$ cat src/rtl/pwm_gen_multi.sv
// Multi-channel PWM generator: one shared period counter, NUM_CH compare channels,
// double-buffered configuration applied only at a period boundary (or while idle).
module pwm_gen_multi #(
    parameter int CNT_W  = 16,
    parameter int NUM_CH = 4
) (
    input  logic                      clk,
    input  logic                      rst,
    input  logic                      en,
    input  logic                      cfg_load,
    input  logic [CNT_W-1:0]          cfg_period,
    input  logic [NUM_CH-1:0]         cfg_ch_en,
    input  logic [NUM_CH-1:0]         cfg_pol,
    input  logic [2*NUM_CH-1:0]       cfg_mode,
    input  logic [CNT_W*NUM_CH-1:0]   cfg_cmp1,
    input  logic [CNT_W*NUM_CH-1:0]   cfg_cmp2,
    output logic                      cfg_pending,
    output logic [CNT_W-1:0]          count_val,
    output logic                      period_end,
    output logic [NUM_CH-1:0]         pwm_out
);

    logic [CNT_W-1:0]        sh_period_q, act_period_q, act_period_d;
    logic [NUM_CH-1:0]       sh_ch_en_q, act_ch_en_q, act_ch_en_d;
    logic [NUM_CH-1:0]       sh_pol_q, act_pol_q, act_pol_d;
    logic [2*NUM_CH-1:0]     sh_mode_q, act_mode_q, act_mode_d;
    logic [CNT_W*NUM_CH-1:0] sh_cmp1_q, act_cmp1_q, act_cmp1_d;
    logic [CNT_W*NUM_CH-1:0] sh_cmp2_q, act_cmp2_q, act_cmp2_d;
    logic                    pending_q, pending_d;
    logic [CNT_W-1:0]        cnt_q, cnt_d;
    logic                    pe_q, pe_d;
    logic [NUM_CH-1:0]       pwm_q, pwm_d;
    logic                    wrap, xfer;

    // Raw channel level before enable gating and polarity.
    function automatic logic raw_cmp(input logic [1:0] mode, input logic [CNT_W-1:0] c1,
                                     input logic [CNT_W-1:0] c2, input logic [CNT_W-1:0] cnt);
        logic r;
        r = 1'b0;
        if (c1 != c2) begin
            case (mode)
                2'b00:   r = (cnt <= c1) && (c1 != '0);
                2'b01:   r = (cnt >= c1);
                default: r = (c1 <= cnt) && (cnt < c2);
            endcase
        end
        return r;
    endfunction

    always_comb begin
        wrap      = (cnt_q == act_period_q);
        cnt_d     = '0;
        pe_d      = 1'b0;
        if (en) begin
            if (wrap) begin
                pe_d = 1'b1;
            end else begin
                cnt_d = cnt_q + CNT_W'(1);
            end
        end

        // Transfer samples the shadow before any same-edge load overwrites it.
        xfer         = pending_q && (!en || wrap);
        act_period_d = xfer ? sh_period_q : act_period_q;
        act_ch_en_d  = xfer ? sh_ch_en_q  : act_ch_en_q;
        act_pol_d    = xfer ? sh_pol_q    : act_pol_q;
        act_mode_d   = xfer ? sh_mode_q   : act_mode_q;
        act_cmp1_d   = xfer ? sh_cmp1_q   : act_cmp1_q;
        act_cmp2_d   = xfer ? sh_cmp2_q   : act_cmp2_q;
        pending_d    = cfg_load ? 1'b1 : (xfer ? 1'b0 : pending_q);

        pwm_d = '0;
        for (int i = 0; i < NUM_CH; i++) begin
            pwm_d[i] = act_pol_q[i] ^ (raw_cmp(act_mode_q[2*i +: 2],
                                               act_cmp1_q[CNT_W*i +: CNT_W],
                                               act_cmp2_q[CNT_W*i +: CNT_W],
                                               cnt_q) & act_ch_en_q[i] & en);
        end
    end

    always_ff @(posedge clk or posedge rst) begin
        if (rst) begin
            sh_period_q  <= '0;
            sh_ch_en_q   <= '0;
            sh_pol_q     <= '0;
            sh_mode_q    <= '0;
            sh_cmp1_q    <= '0;
            sh_cmp2_q    <= '0;
            act_period_q <= '0;
            act_ch_en_q  <= '0;
            act_pol_q    <= '0;
            act_mode_q   <= '0;
            act_cmp1_q   <= '0;
            act_cmp2_q   <= '0;
            pending_q    <= 1'b0;
            cnt_q        <= '0;
            pe_q         <= 1'b0;
            pwm_q        <= '0;
        end else begin
            if (cfg_load) begin
                sh_period_q <= cfg_period;
                sh_ch_en_q  <= cfg_ch_en;
                sh_pol_q    <= cfg_pol;
                sh_mode_q   <= cfg_mode;
                sh_cmp1_q   <= cfg_cmp1;
                sh_cmp2_q   <= cfg_cmp2;
            end
            act_period_q <= act_period_d;
            act_ch_en_q  <= act_ch_en_d;
            act_pol_q    <= act_pol_d;
            act_mode_q   <= act_mode_d;
            act_cmp1_q   <= act_cmp1_d;
            act_cmp2_q   <= act_cmp2_d;
            pending_q    <= pending_d;
            cnt_q        <= cnt_d;
            pe_q         <= pe_d;
            pwm_q        <= pwm_d;
        end
    end

    assign cfg_pending = pending_q;
    assign count_val   = cnt_q;
    assign period_end  = pe_q;
    assign pwm_out     = pwm_q;

endmodule

$ cat config.mk
export PLATFORM = sky130hd
export DESIGN_NAME = pwm_gen_multi
export DESIGN_NICKNAME = d
export VERILOG_FILES = /design/src/rtl/pwm_gen_multi.sv
export SDC_FILE = /design/constraint.sdc
export NUM_CORES = 1
export LEC_CHECK = 0
export CORE_ASPECT_RATIO = 0.6
export CORE_MARGIN = 8
export CORE_UTILIZATION = 60
export DETAILED_ROUTE_END_ITERATION = 16
export GPL_TIMING_DRIVEN = 0
export PLACE_DENSITY = 0.84
export SLEW_MARGIN = 20
export SYNTH_ARGS = -nofsm -noshare
export SYNTH_HDL_FRONTEND = slang
export SYNTH_SLANG_ARGS = --single-unit
$ cat constraint.sdc
create_clock -name clk -period 32.2 [get_ports clk]
set_input_delay 6.44 -clock clk [delete_from_list [all_inputs] [get_ports clk]]
set_output_delay 6.44 -clock clk [all_outputs]
set_load 0.05 [all_outputs]
==> tab_implementation.tex, run 1 <==
\begin{tabular}{lr}
\hline
Metric & Value \\
\hline
\multicolumn{2}{l}{\textbf{Synth}} \\
Flip-flop and latch count after synthesis & 342 \\
Register area share after synthesis & 49.4\% \\
Cell count after synthesis & 1324 \\
Dominant cell type by area after synthesis & sky130\_fd\_sc\_hd\_\_dfrtp\_1 \\
Area share of the leading cell type in the synthesized netlist & 49.4\% \\
Yosys cell types & 46 \\
Number of enable-type register cells in the synthesized netlist & 0 \\
Area of the mapped netlist & 17300 um2 \\
Share of async-settable or async-resettable flops after synthesis & 100\% \\
Synthesized netlist net count & 1613 \\
Yosys Warn Count & 0 \\
Cells taking the most area after synthesis & sky130\_fd\_sc\_hd\_\_dfrtp\_1 (49\%), sky130\_fd\_sc\_hd\_\_mux2\_2 (15\%), sky130\_fd\_sc\_hd\_\_ha\_1 (9.0\%) \\
Mean area per synthesized cell & 13.1 um2 \\
Dominant register cell in the synthesized netlist & sky130\_fd\_sc\_hd\_\_dfrtp\_1 \\
\multicolumn{2}{l}{\textbf{Worst setup path}} \\
CP Data Required Time & 25760 ps \\
Delay of the slowest cell on the worst path & 950 ps \\
Slowest cell on the critical path & sky130\_fd\_sc\_hd\_\_clkdlybuf4s50\_1 \\
WP buf/inv & 1 \\
Origin of the critical flop-to-flop path & count\_val[11] \\
Crit path max fanout & 10 \\
Classification of the worst setup path & register to output pin \\
Delay-heaviest family, CP & buffers and inverters \\
Worst endpoint data arrival time & 2420 ps \\
Crit path cell chain & clkdlybuf4s50\_1 \\
Capturing element type of the critical path & output pin \\
Launch point of the critical path & count\_val[11] \\
Launching element type of the critical path & register \\
\multicolumn{2}{l}{\textbf{Global routing}} \\
Overall track demand over capacity in global routing & 26.1\% \\
First-pass GRT wire length & 71000 um \\
Via count of the first global-routing pass & 12400 \\
Largest net degree at the start of global routing & 109 \\
Congestion Overflow GR & 0 \\
Number of antenna violations at the first check in global routing & 1 \\
\multicolumn{2}{l}{\textbf{Clock network}} \\
H-tree depth & 1 \\
Clock latency reported for the late side of the worst-skew pair & 580 ps \\
\# resized after CTS & 0 \\
Number of buffers created by CTS & 30 \\
\# clock sinks & 342 \\
CTS root buffer & sky130\_fd\_sc\_hd\_\_clkbuf\_16 \\
Post-CTS setup buffer count & 0 \\
Maximum buffer depth of the clock tree & 3 \\
CTS tree & done \\
Quantity of hold-fixing buffers added after cts & 0 \\
Clock-pin slew reported for the worst setup and hold paths after clock tree synthesis & 70 ps \\
\multicolumn{2}{l}{\textbf{Floorplanning}} \\
Number of cell rows & 48 \\
Count of pins on the block boundary & 186 \\
Core box area & 28600 um2 \\
Die Outline Area & 34700 um2 \\
Die Wd & 235 um \\
Height of the die & 148 um \\
Starting utilization of the core area & 60.6\% \\
\multicolumn{2}{l}{\textbf{Worst hold path}} \\
Critical hold path startpoint & sh\_cmp1\_q[26] \\
Path class of the lowest-slack min-delay path & register to register \\
\multicolumn{2}{l}{\textbf{Timing}} \\
Fin. max-slew vios & 0 \\
Slew at the pin with the worst max-slew slack & 1020 ps \\
Final min period & 8860 ps \\
Tcrit/Tclk final & 27.5\% \\
Final clock skew & 11.0 ps \\
Count of endpoints failing hold in the final timing report & 0 \\
Sum of negative setup slack & 0 ps \\
Worst slew margin relative to its limit & 32.3\% \\
Maximum achievable frequency & 0.113 GHz \\
Final count of negative-setup-slack endpoints & 0 \\
RSZ-0062 raised after global routing & no \\
\multicolumn{2}{l}{\textbf{Finish}} \\
Final std cell area, no fill & 20700 um2 \\
Most frequent standard cell in the layout excluding fill and tap cells & sky130\_fd\_sc\_hd\_\_dfrtp\_1 \\
Diodes inserted & 0 \\
Most frequent cells in the layout & sky130\_fd\_sc\_hd\_\_dfrtp\_1 (342), sky130\_fd\_sc\_hd\_\_mux2\_2 (224), sky130\_fd\_sc\_hd\_\_clkdlybuf4s50\_1 (183), sky130\_fd\_sc\_hd\_\_ha\_1 (125), sky130\_fd\_sc\_hd\_\_mux2\_4 (100) \\
Fraction of final layout cells with drive strength greater than 1 & 25.7\% \\
Final cell count without fillers & 1941 \\
Net total in the final layout & 1831 \\
Post-synthesis to final-layout area growth & 19.3\% \\
\multicolumn{2}{l}{\textbf{Run}} \\
Max capacitance violation total & 0 \\
\multicolumn{2}{l}{\textbf{Drt}} \\
1st-iter DRT viols & 1195 \\
Via count normalized by instance count & 6.03 \\
Vias & 11700 \\
Detail-routed net length per standard cell & 23.7 um \\
Antenna viol nets, final & 0 \\
Detailed-router iteration count before antenna repair & 6 \\
DR DRC count & 0 \\
Post-Route WL & 46000 um \\
\multicolumn{2}{l}{\textbf{Placed design}} \\
Total cell area at the placement stage & 19700 um2 \\
Final GP Congestion & 0.929 \\
Number of buffers inserted by port buffering & 183 \\
Half-perimeter wire length of the detailed placement result & 33600 um \\
Post-placement cell count & 1885 \\
\multicolumn{2}{l}{\textbf{Power and ir drop}} \\
Largest vdd supply drop & 0.0000408 V \\
Total power draw & 1180 uW \\
Total leakage power & 0.00932 uW \\
Pwr dens & 56.9 nW/um2 \\
\multicolumn{2}{l}{\textbf{Status}} \\
Result of the run & finished clean \\
\hline
\end{tabular}
-- power by group --
part / internal [uW] / switching, uW
Sequential: 492 / 71.6
Combinational: 147 / 111
Clock: 190 / 164
Total: 829 / 346
-- final timing paths --
check,cells past startpoint,endpoint,slack [ps]
worst max-delay path,1,count_val[11],23340
worst min-delay path,1,act_cmp1_q[26],500
worst max register to register,8,pwm_out[0],28660
worst min register to register,1,act_cmp1_q[26],500
max in group asynchronous,4,sh_period_q[2],24690
min in group asynchronous,2,sh_cmp2_q[24],6300
-- stage by stage --
step	worst slack (ps)	utilization [%]	hold slack (ps)
CTS	23360	72.3	504
floorplan	16280	-	476
global route	23320	72.3	517
finish	23340	72.3	503
detailed placement	23280	69.0	489
global placement	12730	68.6	482
-- cell type report --
class,instances,area [um2]
Tap cell,375,469
Fill cell,1878,7920
Sequential cell,342,8560
Buffer,38,240
Clock buffer,42,877
Clock inverter,14,75.1
Inverter,86,330
Timing Repair Buffer,186,1910
Multi-Input combinational cell,858,8200
-- flip-flops by register name (all words and copies together), names as in the netlist --
name and count:
act_period_q 16, sh_cmp1_q 64, act_pol_q 4, sh_cmp2_q 64, pwm_out 4, sh_pol_q 4
cfg_pending 1, period_end 1, act_cmp1_q 64, sh_ch_en_q 4, act_mode_q 8, act_cmp2_q 64
act_ch_en_q 4, sh_period_q 16, count_val 16, sh_mode_q 8
-- cell usage after synthesis, types with 5 or more instances --
master and n:
sky130_fd_sc_hd__o21ai_0 22, sky130_fd_sc_hd__a2111oi_0 5, sky130_fd_sc_hd__a21oi_1 51, sky130_fd_sc_hd__mux2_4 100
sky130_fd_sc_hd__and3_1 6, sky130_fd_sc_hd__nor2_1 29, sky130_fd_sc_hd__nand3_1 31, sky130_fd_sc_hd__dfrtp_1 342
sky130_fd_sc_hd__a21o_1 11, sky130_fd_sc_hd__o21a_1 5, sky130_fd_sc_hd__nand4_1 36, sky130_fd_sc_hd__mux2_2 224
sky130_fd_sc_hd__ha_1 125, sky130_fd_sc_hd__xnor2_1 46, sky130_fd_sc_hd__nand2_1 26, sky130_fd_sc_hd__inv_1 86
sky130_fd_sc_hd__nand2b_1 5, sky130_fd_sc_hd__clkbuf_1 20, sky130_fd_sc_hd__xor2_1 48, sky130_fd_sc_hd__buf_2 6
sky130_fd_sc_hd__nor4_1 33, sky130_fd_sc_hd__buf_6 12, sky130_fd_sc_hd__nor3_1 7
-- cells by family after synthesis --
kind of cell	synth area share, %
flops	49.4
simple gates	6.11
compound gates	4.10
buf+inv	3.25
fa+ha+maj	9.03
xor+xnor	4.75
mux	23.3
-- per-layer routing --
metal | track usage, % | part of all wire, %
met1 | 36.7 | 44
met2 | 39.8 | 43
met3 | 7.14 | 9.8
met4 | 6.47 | 2.8
met5 | 0 | 0.028
(Power assumes the default switching activity.)
==> run 2, diff against run 1 <==
- CORE_UTILIZATION: 60 -> 57
- PLACE_DENSITY: 0.84 -> 0.8
- clock period: 32.2 -> 9.3 ns (I/O delays scaled with it)
==> run 2 against run 1 <==
  * First-iteration DRC count shrank 18%
  * Combinational power grew to 3.5 times the previous value
  * Setup slack lost 18000 ps
  * Die area grew 4.8%
  * Sequential power grew to 3.5 times the previous value
  * Clock-buffer cell count grew 4
  * Critical path type unchanged
==> tab_implementation.tex, run 2 (synthesized netlist as in run 1, its figures left out) <==
\begin{tabular}{lr}
\hline
Metric & Value \\
\hline
\multicolumn{2}{l}{\textbf{Worst setup path}} \\
Number of cells on the critical path & 1 \\
Launching element type of the critical path & register \\
CP Data Required Time & 7440 ps \\
WP buf/inv & 1 \\
Slowest cell on the critical path & sky130\_fd\_sc\_hd\_\_clkdlybuf4s50\_1 \\
R2R cell count & 8 \\
Crit path max fanout & 10 \\
Delay-heaviest family, CP & buffers and inverters \\
Delay of the slowest cell on the worst path & 950 ps \\
Worst endpoint data arrival time & 2420 ps \\
Classification of the worst setup path & register to output pin \\
Capturing element type of the critical path & output pin \\
Crit path cell chain & clkdlybuf4s50\_1 \\
\multicolumn{2}{l}{\textbf{Finish}} \\
Most frequent standard cell in the layout excluding fill and tap cells & sky130\_fd\_sc\_hd\_\_dfrtp\_1 \\
Net total in the final layout & 1839 \\
Footprint of the flip-flops and latches & 8560 um2 \\
Most frequent cells in the layout & sky130\_fd\_sc\_hd\_\_dfrtp\_1 (342), sky130\_fd\_sc\_hd\_\_mux2\_2 (224), sky130\_fd\_sc\_hd\_\_clkdlybuf4s50\_1 (183), sky130\_fd\_sc\_hd\_\_ha\_1 (125), sky130\_fd\_sc\_hd\_\_mux2\_4 (100) \\
Final cell count without fillers & 1983 \\
Post-synthesis to final-layout area growth & 20.8\% \\
Diodes inserted & 0 \\
Area occupied by multi-input gates & 8200 um2 \\
Number of filler instances in the final layout & 2165 \\
Fraction of final layout cells with drive strength greater than 1 & 26.1\% \\
\multicolumn{2}{l}{\textbf{Timing}} \\
Worst slew margin relative to its limit & 32.7\% \\
Count of endpoints failing hold in the final timing report & 0 \\
RSZ-0062 raised after global routing & no \\
Final min period & 4280 ps \\
Fin. max-slew vios & 0 \\
Maximum achievable frequency & 0.233 GHz \\
Sum of negative setup slack & 0 ps \\
Final count of negative-setup-slack endpoints & 0 \\
Slew at the pin with the worst max-slew slack & 1010 ps \\
Final clock skew & 21.4 ps \\
Tcrit/Tclk final & 46.1\% \\
\multicolumn{2}{l}{\textbf{Floorplanning}} \\
Die Wd & 241 um \\
Die Outline Area & 36400 um2 \\
Count of pins on the block boundary & 186 \\
Height of the die & 151 um \\
Core box area & 29900 um2 \\
Number of cell rows & 49 \\
Starting utilization of the core area & 57.9\% \\
\multicolumn{2}{l}{\textbf{Clock network}} \\
\# clock sinks & 342 \\
Number of buffers created by CTS & 31 \\
Quantity of hold-fixing buffers added after cts & 0 \\
Maximum buffer depth of the clock tree & 3 \\
\# resized after CTS & 0 \\
CTS root buffer & sky130\_fd\_sc\_hd\_\_clkbuf\_16 \\
Clock-pin slew reported for the worst setup and hold paths after clock tree synthesis & 70 ps \\
H-tree depth & 1 \\
Clock latency reported for the late side of the worst-skew pair & 590 ps \\
CTS tree & done \\
Post-CTS setup buffer count & 0 \\
\multicolumn{2}{l}{\textbf{Global routing}} \\
Overall track demand over capacity in global routing & 25.4\% \\
Number of antenna violations at the first check in global routing & 0 \\
Largest net degree at the start of global routing & 37 \\
Via count of the first global-routing pass & 12500 \\
First-pass GRT wire length & 71700 um \\
Congestion Overflow GR & 0 \\
\multicolumn{2}{l}{\textbf{Drt}} \\
DR DRC count & 0 \\
Antenna viol nets, final & 0 \\
Detail-routed net length per standard cell & 23.1 um \\
Detailed-router iteration count before antenna repair & 5 \\
1st-iter DRT viols & 978 \\
Vias & 11700 \\
Post-Route WL & 45900 um \\
Via count normalized by instance count & 5.89 \\
\multicolumn{2}{l}{\textbf{Power and ir drop}} \\
Total leakage power & 0.00940 uW \\
Largest vdd supply drop & 0.000155 V \\
Pwr dens & 199 nW/um2 \\
\multicolumn{2}{l}{\textbf{Status}} \\
Result of the run & finished clean \\
\multicolumn{2}{l}{\textbf{Worst hold path}} \\
Path class of the lowest-slack min-delay path & register to register \\
Hold Path Depth & 1 \\
\multicolumn{2}{l}{\textbf{Placed design}} \\
Post-placement cell count & 1925 \\
Half-perimeter wire length of the detailed placement result & 34600 um \\
Final GP Congestion & 0.925 \\
Number of buffers inserted by port buffering & 183 \\
\multicolumn{2}{l}{\textbf{Run}} \\
Max capacitance violation total & 0 \\
\hline
\end{tabular}
[run 2: final cells by class]
| cell class | instances | share of cell area [%] |
|---|---|---|
| plain buffers | 38 | 1.15 |
| clock buffers | 46 | 4.41 |
| well taps | 408 | 2.44 |
| clock inverters | 12 | 0.568 |
| repair buffers | 193 | 9.75 |
| multi-input cells | 858 | 39.2 |
| inverters | 86 | 1.56 |
| flip-flops and latches | 342 | 40.9 |
[run 2: metal layers]
layer / vias up / GRT usage, % / wire length, um
li1: 5186 / - / -
met1: 5897 / 36.6 / 20600
met2: 501 / 38.0 / 19700
met3: 101 / 6.34 / 4220
met4: 0 / 7.09 / 1290
met5: - / 0 / 0
[run 2: through the flow]
step                      worst slack, ps  hold slack [ps]  util, %  area, um2  total power (uW)
after global routing                 5010              517     69.9      20900              4350
after global placement                768              482     65.7      19700              2790
after floorplan                      2870              476        -      17300              2530
after detailed placement             4910              488     66.4      19900              2860
after CTS                            5060              502     69.9      20900              4170
final                                5020              499     69.9      20900              4160
[run 2: worst paths after layout]
check	startpoint	end	slack, ps
worst max register to register	count_val[11]	pwm_out[0]	5800
worst max-delay path	count_val[11]	count_val[11]	5020
max in group asynchronous	rst	sh_cmp2_q[35]	6200
worst min register to register	sh_cmp1_q[33]	act_cmp1_q[33]	500
worst min-delay path	sh_cmp1_q[33]	act_cmp1_q[33]	500
min in group asynchronous	rst	sh_cmp2_q[26]	1740
[run 2: report_power, final]
part           switching (uW)  total, uW  internal (uW)
Sequential                248       1950           1700
Combinational             382        896            514
Clock                     568       1310            740
